$ cat src/rtl/mem_pkg.sv
// Shared encodings for the memory access stage.
// Writeback selects, access sizes, fault codes and FSM states.
package mem_pkg;

    localparam logic [1:0] WB_PC  = 2'd0;
    localparam logic [1:0] WB_ALU = 2'd1;
    localparam logic [1:0] WB_MEM = 2'd2;

    localparam logic [1:0] SIZE_B = 2'd0;
    localparam logic [1:0] SIZE_H = 2'd1;
    localparam logic [1:0] SIZE_W = 2'd2;
    localparam logic [1:0] SIZE_D = 2'd3;

    localparam logic [1:0] ERR_NONE     = 2'd0;
    localparam logic [1:0] ERR_MISALIGN = 2'd1;
    localparam logic [1:0] ERR_OVERSIZE = 2'd2;
    localparam logic [1:0] ERR_TIMEOUT  = 2'd3;

    typedef enum logic {
        ST_IDLE,
        ST_ACCESS
    } state_e;

endpackage

$ cat src/rtl/mem_lane_align.sv
// Byte-lane positioning for stores, byte enables, and load
// extraction with sign/zero extension. Purely combinational.
module mem_lane_align #(
    parameter int DATA_W = 16,
    localparam int BYTES = DATA_W / 8,
    localparam int LANE_W = (BYTES > 1) ? $clog2(BYTES) : 1
) (
    input  logic [LANE_W-1:0] lane_i,
    input  logic [1:0]        size_i,
    input  logic              sign_ext_i,
    input  logic [DATA_W-1:0] wdata_i,
    input  logic [DATA_W-1:0] rdata_i,
    output logic [DATA_W-1:0] wdata_o,
    output logic [BYTES-1:0]  be_o,
    output logic [DATA_W-1:0] rdata_o
);

    logic [DATA_W-1:0] shifted;
    logic [DATA_W-1:0] wmask;
    logic [BYTES-1:0]  bmask;
    logic [3:0]        nb;
    logic              sign_b;

    always_comb begin
        nb      = 4'd1 << size_i;
        shifted = rdata_i >> {lane_i, 3'b000};
        wmask   = '0;
        bmask   = '0;
        rdata_o = '0;
        sign_b  = 1'b0;
        for (int b = 0; b < BYTES; b++) begin
            if (b < int'(nb)) begin
                wmask[8*b +: 8]   = wdata_i[8*b +: 8];
                bmask[b]          = 1'b1;
                rdata_o[8*b +: 8] = shifted[8*b +: 8];
                sign_b            = sign_ext_i & shifted[8*b+7];
            end
        end
        // Bytes above the access width take the extension bit.
        for (int b = 0; b < BYTES; b++) begin
            if (b >= int'(nb)) begin
                rdata_o[8*b +: 8] = {8{sign_b}};
            end
        end
        wdata_o = wmask << {lane_i, 3'b000};
        be_o    = bmask << lane_i;
    end

endmodule

$ cat src/rtl/mem_access_stage.sv
// Memory stage: issues data-memory requests, waits for ack or
// timeout, aligns load data and selects the writeback value.
module mem_access_stage
    import mem_pkg::*;
#(
    parameter int DATA_W  = 16,
    parameter int ADDR_W  = 16,
    parameter int TIMEOUT = 15
) (
    input  logic                clk,
    input  logic                rst_n,
    input  logic                in_valid,
    output logic                in_ready,
    input  logic [DATA_W-1:0]   alu_result,
    input  logic [DATA_W-1:0]   immediate,
    input  logic [DATA_W-1:0]   pc,
    input  logic [DATA_W-1:0]   store_data,
    input  logic                data_in_src,
    input  logic                mem_rd,
    input  logic                mem_wr,
    input  logic [1:0]          size,
    input  logic                sign_ext,
    input  logic [1:0]          wb_sel,
    output logic                mem_req,
    output logic                mem_we,
    output logic [ADDR_W-1:0]   mem_addr,
    output logic [DATA_W/8-1:0] mem_be,
    output logic [DATA_W-1:0]   mem_wdata,
    input  logic                mem_ack,
    input  logic [DATA_W-1:0]   mem_rdata,
    output logic                wb_valid,
    output logic [DATA_W-1:0]   wb_data,
    output logic                err,
    output logic [1:0]          err_code
);

    localparam int BYTES  = DATA_W / 8;
    localparam int LANE_W = (BYTES > 1) ? $clog2(BYTES) : 1;
    localparam int CNT_W  = (TIMEOUT > 0) ? $clog2(TIMEOUT + 1) : 1;

    state_e              state_q, state_d;
    logic                req_q, req_d;
    logic                we_q, we_d;
    logic [ADDR_W-1:0]   addr_q, addr_d;
    logic [BYTES-1:0]    be_q, be_d;
    logic [DATA_W-1:0]   wdata_q, wdata_d;
    logic                wbv_q, wbv_d;
    logic [DATA_W-1:0]   wbd_q, wbd_d;
    logic                err_q, err_d;
    logic [1:0]          code_q, code_d;
    logic [DATA_W-1:0]   pc_q, pc_d;
    logic [DATA_W-1:0]   alu_q, alu_d;
    logic [1:0]          sel_q, sel_d;
    logic [1:0]          size_q, size_d;
    logic                sext_q, sext_d;
    logic [LANE_W-1:0]   lane_q, lane_d;
    logic                store_q, store_d;
    logic [CNT_W-1:0]    cnt_q, cnt_d;

    logic [ADDR_W-1:0]   addr;
    logic [LANE_W-1:0]   lane;
    logic                is_mem;
    logic                oversize;
    logic                misalign;
    logic [LANE_W-1:0]   al_lane;
    logic [1:0]          al_size;
    logic [DATA_W-1:0]   al_wdata;
    logic [BYTES-1:0]    al_be;
    logic [DATA_W-1:0]   al_rdata;

    assign addr     = alu_result[ADDR_W-1:0];
    assign lane     = addr[LANE_W-1:0];
    assign is_mem   = mem_rd | mem_wr;
    assign oversize = int'(size) > LANE_W;
    assign misalign = (int'(lane) & ((1 << size) - 1)) != 0;

    // The aligner serves the new op in IDLE and the latched op in ACCESS.
    assign al_lane = (state_q == ST_IDLE) ? lane : lane_q;
    assign al_size = (state_q == ST_IDLE) ? size : size_q;

    mem_lane_align #(
        .DATA_W (DATA_W)
    ) u_align (
        .lane_i     (al_lane),
        .size_i     (al_size),
        .sign_ext_i (sext_q),
        .wdata_i    (data_in_src ? store_data : immediate),
        .rdata_i    (mem_rdata),
        .wdata_o    (al_wdata),
        .be_o       (al_be),
        .rdata_o    (al_rdata)
    );

    function automatic logic [DATA_W-1:0] wb_mux(
        input logic [1:0]        sel,
        input logic [DATA_W-1:0] p,
        input logic [DATA_W-1:0] a,
        input logic [DATA_W-1:0] l
    );
        case (sel)
            WB_PC:   wb_mux = p;
            WB_ALU:  wb_mux = a;
            default: wb_mux = l;
        endcase
    endfunction

    always_comb begin
        state_d = state_q;
        req_d   = req_q;
        we_d    = we_q;
        addr_d  = addr_q;
        be_d    = be_q;
        wdata_d = wdata_q;
        wbv_d   = 1'b0;
        wbd_d   = wbd_q;
        err_d   = 1'b0;
        code_d  = ERR_NONE;
        pc_d    = pc_q;
        alu_d   = alu_q;
        sel_d   = sel_q;
        size_d  = size_q;
        sext_d  = sext_q;
        lane_d  = lane_q;
        store_d = store_q;
        cnt_d   = cnt_q;
        case (state_q)
            ST_IDLE: begin
                if (in_valid && !is_mem) begin
                    wbv_d = 1'b1;
                    wbd_d = wb_mux(wb_sel, pc, alu_result, '0);
                end else if (in_valid && (oversize || misalign)) begin
                    wbv_d  = 1'b1;
                    err_d  = 1'b1;
                    code_d = oversize ? ERR_OVERSIZE : ERR_MISALIGN;
                    wbd_d  = '0;
                end else if (in_valid) begin
                    req_d   = 1'b1;
                    we_d    = mem_wr;
                    addr_d  = {addr[ADDR_W-1:LANE_W], {LANE_W{1'b0}}};
                    be_d    = al_be;
                    wdata_d = al_wdata;
                    pc_d    = pc;
                    alu_d   = alu_result;
                    sel_d   = wb_sel;
                    size_d  = size;
                    sext_d  = sign_ext;
                    lane_d  = lane;
                    store_d = mem_wr;
                    cnt_d   = '0;
                    state_d = ST_ACCESS;
                end
            end
            ST_ACCESS: begin
                if (mem_ack) begin
                    req_d   = 1'b0;
                    we_d    = 1'b0;
                    wbv_d   = 1'b1;
                    wbd_d   = wb_mux(sel_q, pc_q, alu_q,
                                     store_q ? alu_q : al_rdata);
                    state_d = ST_IDLE;
                end else if (TIMEOUT > 0 &&
                             cnt_q == CNT_W'(TIMEOUT - 1)) begin
                    req_d   = 1'b0;
                    we_d    = 1'b0;
                    wbv_d   = 1'b1;
                    err_d   = 1'b1;
                    code_d  = ERR_TIMEOUT;
                    wbd_d   = '0;
                    state_d = ST_IDLE;
                end else begin
                    cnt_d = cnt_q + CNT_W'(1);
                end
            end
            default: state_d = ST_IDLE;
        endcase
    end

    always_ff @(posedge clk or negedge rst_n) begin
        if (!rst_n) begin
            state_q <= ST_IDLE;
            req_q   <= 1'b0;
            we_q    <= 1'b0;
            addr_q  <= '0;
            be_q    <= '0;
            wdata_q <= '0;
            wbv_q   <= 1'b0;
            wbd_q   <= '0;
            err_q   <= 1'b0;
            code_q  <= ERR_NONE;
            pc_q    <= '0;
            alu_q   <= '0;
            sel_q   <= '0;
            size_q  <= '0;
            sext_q  <= 1'b0;
            lane_q  <= '0;
            store_q <= 1'b0;
            cnt_q   <= '0;
        end else begin
            state_q <= state_d;
            req_q   <= req_d;
            we_q    <= we_d;
            addr_q  <= addr_d;
            be_q    <= be_d;
            wdata_q <= wdata_d;
            wbv_q   <= wbv_d;
            wbd_q   <= wbd_d;
            err_q   <= err_d;
            code_q  <= code_d;
            pc_q    <= pc_d;
            alu_q   <= alu_d;
            sel_q   <= sel_d;
            size_q  <= size_d;
            sext_q  <= sext_d;
            lane_q  <= lane_d;
            store_q <= store_d;
            cnt_q   <= cnt_d;
        end
    end

    assign in_ready  = (state_q == ST_IDLE);
    assign mem_req   = req_q;
    assign mem_we    = we_q;
    assign mem_addr  = addr_q;
    assign mem_be    = be_q;
    assign mem_wdata = wdata_q;
    assign wb_valid  = wbv_q;
    assign wb_data   = wbd_q;
    assign err       = err_q;
    assign err_code  = code_q;

endmodule

$ cat config.mk
export PLATFORM = sky130hd
export DESIGN_NAME = mem_access_stage
export DESIGN_NICKNAME = d
export VERILOG_FILES = /design/src/rtl/mem_pkg.sv /design/src/rtl/mem_lane_align.sv /design/src/rtl/mem_access_stage.sv
export SDC_FILE = /design/constraint.sdc
export NUM_CORES = 1
export LEC_CHECK = 0
export CORE_UTILIZATION = 46
export DETAILED_ROUTE_END_ITERATION = 8
export GPL_TIMING_DRIVEN = 0
export PLACE_DENSITY = 0.81
export SLEW_MARGIN = 20
export SYNTH_ARGS = -nofsm -noshare
export SYNTH_HDL_FRONTEND = slang
export SYNTH_SLANG_ARGS = --single-unit
$ cat constraint.sdc
create_clock -name clk -period 2.3 [get_ports clk]
set_input_delay 0.345 -clock clk [delete_from_list [all_inputs] [get_ports clk]]
set_output_delay 0.345 -clock clk [all_outputs]
set_load 0.05 [all_outputs]
==> impl_metrics.yaml <==
routing:
  dr.pass1.iters: 5
  ant_nets: 0
  routedWlPerCell_um: 18.1
  via_per_inst: 5.64
  vias: 4352
  drt-initial-drc-count: 250
  route.detailed.drc: 0
  wirelength_mm: 14.0
sta:
  slew_viol_final: 0
  rsz0062_at_grt: "no"
  finalSetupViolations: 0
  period_share_pct: 95.3
  fin_skew_ns: 0.0125
  fmax_ghz: 0.456
  maxSlewHeadroom_pct: 48.2
  finalHoldViolCount: 0
  period_minus_slack_ns: 2.19
  tns_ns: 0
  worstMarginPinSlew_ns: 0.756
clock_network:
  cts_tree: "built"
  cts_buffers: 9
  cts_buffer_depth: 2
  cts_sinks: 83
  root_buffer: "clkbuf_8"
  cts_setup_buffers: 0
  h-tree-depth: 3
  clock_latency_ns: 0.35
  clkSlewWorstSetupHoldPaths_ns: 0.08
flow_run:
  maxCapViolCount: 0
yosys:
  yosysTopAreaCell: "dfrtp_1"
  ys_warn_count: 0
  synth_seq_cells: 83
  synth_top_area_share_pct: 46.7
  ys_seq_area_share_pct: 46.7
  avgSynthCellArea_um2: 9.28
  synth.net_count: 573
  synth.distinct_cells: 45
  netlist_instances: 479
  syn_area_mm2: 0.00444
  ys_top_cells_by_area: "dfrtp_1, nand2_1, mux2_2, mux2i_1, a21oi_1"
floorplanning:
  die_h_um: 100
  num_rows: 35
  die-area_mm2: 0.0101
  io-pin-count: 149
  core-area_mm2: 0.00928
  initial_utilization_pct: 47.9
  die_x_um: 100
setup_path:
  crit_fanout: 10
  slowest_stage: "nor3_2"
  crit_buf_inv: 2
  crit_chain: "clkdlybuf4s50_1 > or2_2 > nor3_2 > clkbuf_2 > a21oi_1 > a21oi_1"
  cp_data_arrival_time_ns: 2.46
  critPathMostFrequentCell: "a21oi_1"
  cpLargestDelayFamily: "simple AND/OR/NAND/NOR gates"
  critPathKind: "in -> reg"
  setup.worst_path.end_class: "flop"
  critPathLaunchType: "input port"
  reg2reg_from: "cnt_q[0]$_DFFE_PN0P_"
  critPathMaxStageDelay_ns: 0.55
  worstSetupStartpoint: "mem_wr"
  required_ns: 2.57
run_status:
  status: "finished clean"
placement:
  portBuffers: 145
  place_congestion: 0.875
  dp_cells: 754
  dp_hpwl_mm: 10.1
global_routing:
  grt.overflow.total: 0
  grt_max_degree: 47
  antenna_found_initial: 0
  grtUsageTotal_pct: 29.0
  grt_pass1_vias: 4509
  grt_pass1_wl_mm: 22.4
power_and_ir_drop:
  total_power_mw: 5.49
  peakVddDrop_v: 0.000468
  powerDensity_mw_per_mm2: 870
  leakage_nw: 2.78
final_layout:
  multi_input_area_mm2: 0.00220
  area_delta_synth_final_pct: 42.2
  fillCellCount: 770
  n_antenna_cell: 0
  stdcell_count: 771
  fin_nets: 731
  regArea_mm2: 0.00208
  drive_gt1_share_pct: 12.1
min_path:
  hold_class: "reg -> reg"
  hp-start: "pc_q[3]$_DFFE_PN0P_"
==> routing by layer <==
layer	part of all wire, %	global-route usage, %
met5	0	0
met4	1.5	8.14
met3	11	9.05
met2	47	47.9
met1	40	36.7
==> placed cells by master (no fill, tap or decap), types with 3 or more instances in the layout <==
cell | netlist | routed
clkdlybuf4s50_1 | 0 | 144
nand2_1 | 134 | 134
dfrtp_1 | 83 | 83
mux2_2 | 27 | 27
a21oi_1 | 24 | 24
mux2i_1 | 23 | 23
nand3_1 | 20 | 20
nor2_1 | 18 | 18
o21ai_0 | 14 | 14
clkbuf_1 | 19 | 13
clkbuf_8 | 0 | 12
buf_2 | 11 | 11
a22oi_1 | 10 | 10
o31ai_1 | 9 | 9
or4b_1 | 8 | 8
o211ai_1 | 8 | 8
o221ai_1 | 8 | 8
o21a_1 | 8 | 8
a2bb2oi_1 | 7 | 7
a31o_2 | 7 | 7
clkbuf_2 | 0 | 6
and2_1 | 3 | 3
nor2b_1 | 3 | 3
a21o_1 | 3 | 3
nor3_1 | 3 | 3
==> logic make-up (layout without fill, tap and decap cells) <==
| family | after synthesis | in the layout | synth area share, % |
|---|---|---|---|
| XOR/XNOR | 2 | 2 | 0.394 |
| other | 1 | 1 | 0.0844 |
| flip-flops | 83 | 83 | 46.7 |
| AO/OA/AOI/OAI | 105 | 105 | 16.8 |
| AND/OR/NAND/NOR | 199 | 199 | 19.7 |
| multiplexers | 50 | 50 | 12.0 |
| adder cells (fa/ha/maj) | 2 | 2 | 0.563 |
| buffers and inverters | 37 | 200 | 3.69 |
==> worst paths after layout <==
check / to / slack [ns] / cells after the start
max: wb_data[6]$_DFFE_PN0P_ / 0.11 / 6
min reg2reg: pc_q[3]$_DFFE_PN0P_ / 0.48 / 2
max in group asynchronous: wb_data[5]$_DFFE_PN0P_ / 1.19 / 3
max reg2reg: wb_data[5]$_DFFE_PN0P_ / 0.16 / 7
min: pc_q[3]$_DFFE_PN0P_ / 0.48 / 2
min in group asynchronous: pc_q[8]$_DFFE_PN0P_ / 0.52 / 2
==> synth_stat cells (all sizes together) <==
| master | instances |
|---|---|
| and3 | 2 |
| a31o | 7 |
| o21ai | 14 |
| or4b | 8 |
| o221ai | 9 |
| xor2 | 1 |
| and2 | 3 |
| nor3b | 1 |
| and3b | 1 |
| conb | 1 |
| a2bb2oi | 7 |
| nand3 | 20 |
| nor2b | 3 |
| a21o | 3 |
| a21oi | 24 |
| mux2 | 27 |
| o211a | 1 |
| o32a | 1 |
| clkbuf | 19 |
| nand2b | 2 |
| a22o | 1 |
| o211ai | 8 |
| xnor2 | 1 |
| ha | 2 |
| mux2i | 23 |
| nor3 | 4 |
| a22oi | 10 |
| a31oi | 1 |
| o21a | 8 |
| nor2 | 18 |
| or2 | 3 |
| dfrtp | 83 |
| o31ai | 9 |
| a221o | 1 |
| buf | 14 |
| nand2 | 134 |
| o21bai | 1 |
| inv | 4 |
==> metrics by stage <==
step | hold slack (ns) | instance area, µm² | util, % | setup WS, ns
6_report | 0.480 | 6320 | 68.1 | 0.109
5_1_grt | 0.512 | 6320 | 68.1 | 0.00675
4_1_cts | 0.485 | 6310 | 68.0 | 0.00288
3_5_place_dp | 0.355 | 6080 | 65.5 | -0.353
3_3_place_gp | 0.453 | 6060 | 65.2 | -2.09
2_1_floorplan | 0.0494 | 4440 | - | 0.535
==> sequential cells by signal, summed over array words and instances, names as in the netlist <==
register and cells:
state_q 1, mem_wdata 16, mem_be 2, size_q 2, mem_we 1, pc_q 16, err 1, sel_q 2
cnt_q 4, sext_q 1, err_code 2, alu_q 16, store_q 1, mem_req 1, wb_valid 1, wb_data 16
==> worst min-delay path, delay by kind of cell (launching register included) <==
| family | cells | cell delay (ns) |
|---|---|---|
| flip-flops | 1 | 0.35 |
| AND/OR/NAND/NOR | 2 | 0.10 |
==> power by group <==
group | total (mW) | switching [mW] | internal [mW]
registers | 2.00 | 0.230 | 1.77
logic | 2.37 | 1.47 | 0.899
clock network | 1.13 | 0.532 | 0.597
==> layout make-up <==
cell class / count / share of cell area (%)
Multi-Input combinational cell: 359 / 34.9
Sequential cell: 83 / 32.9
Timing Repair Buffer: 147 / 23.5
Clock buffer: 12 / 2.61
Tap cell: 129 / 2.55
Buffer: 33 / 2.48
Clock inverter: 4 / 0.871
Inverter: 4 / 0.238
==> repair_timing <==
| action | in CTS | in global routing |
|---|---|---|
| hold endpoints to repair | 37 | 0 |
| hold buffers | 1 | 0 |
| resized for setup | 0 | 12 |
| setup endpoints to repair | 0 | 36 |
Power figures use the tool's default switching activity.
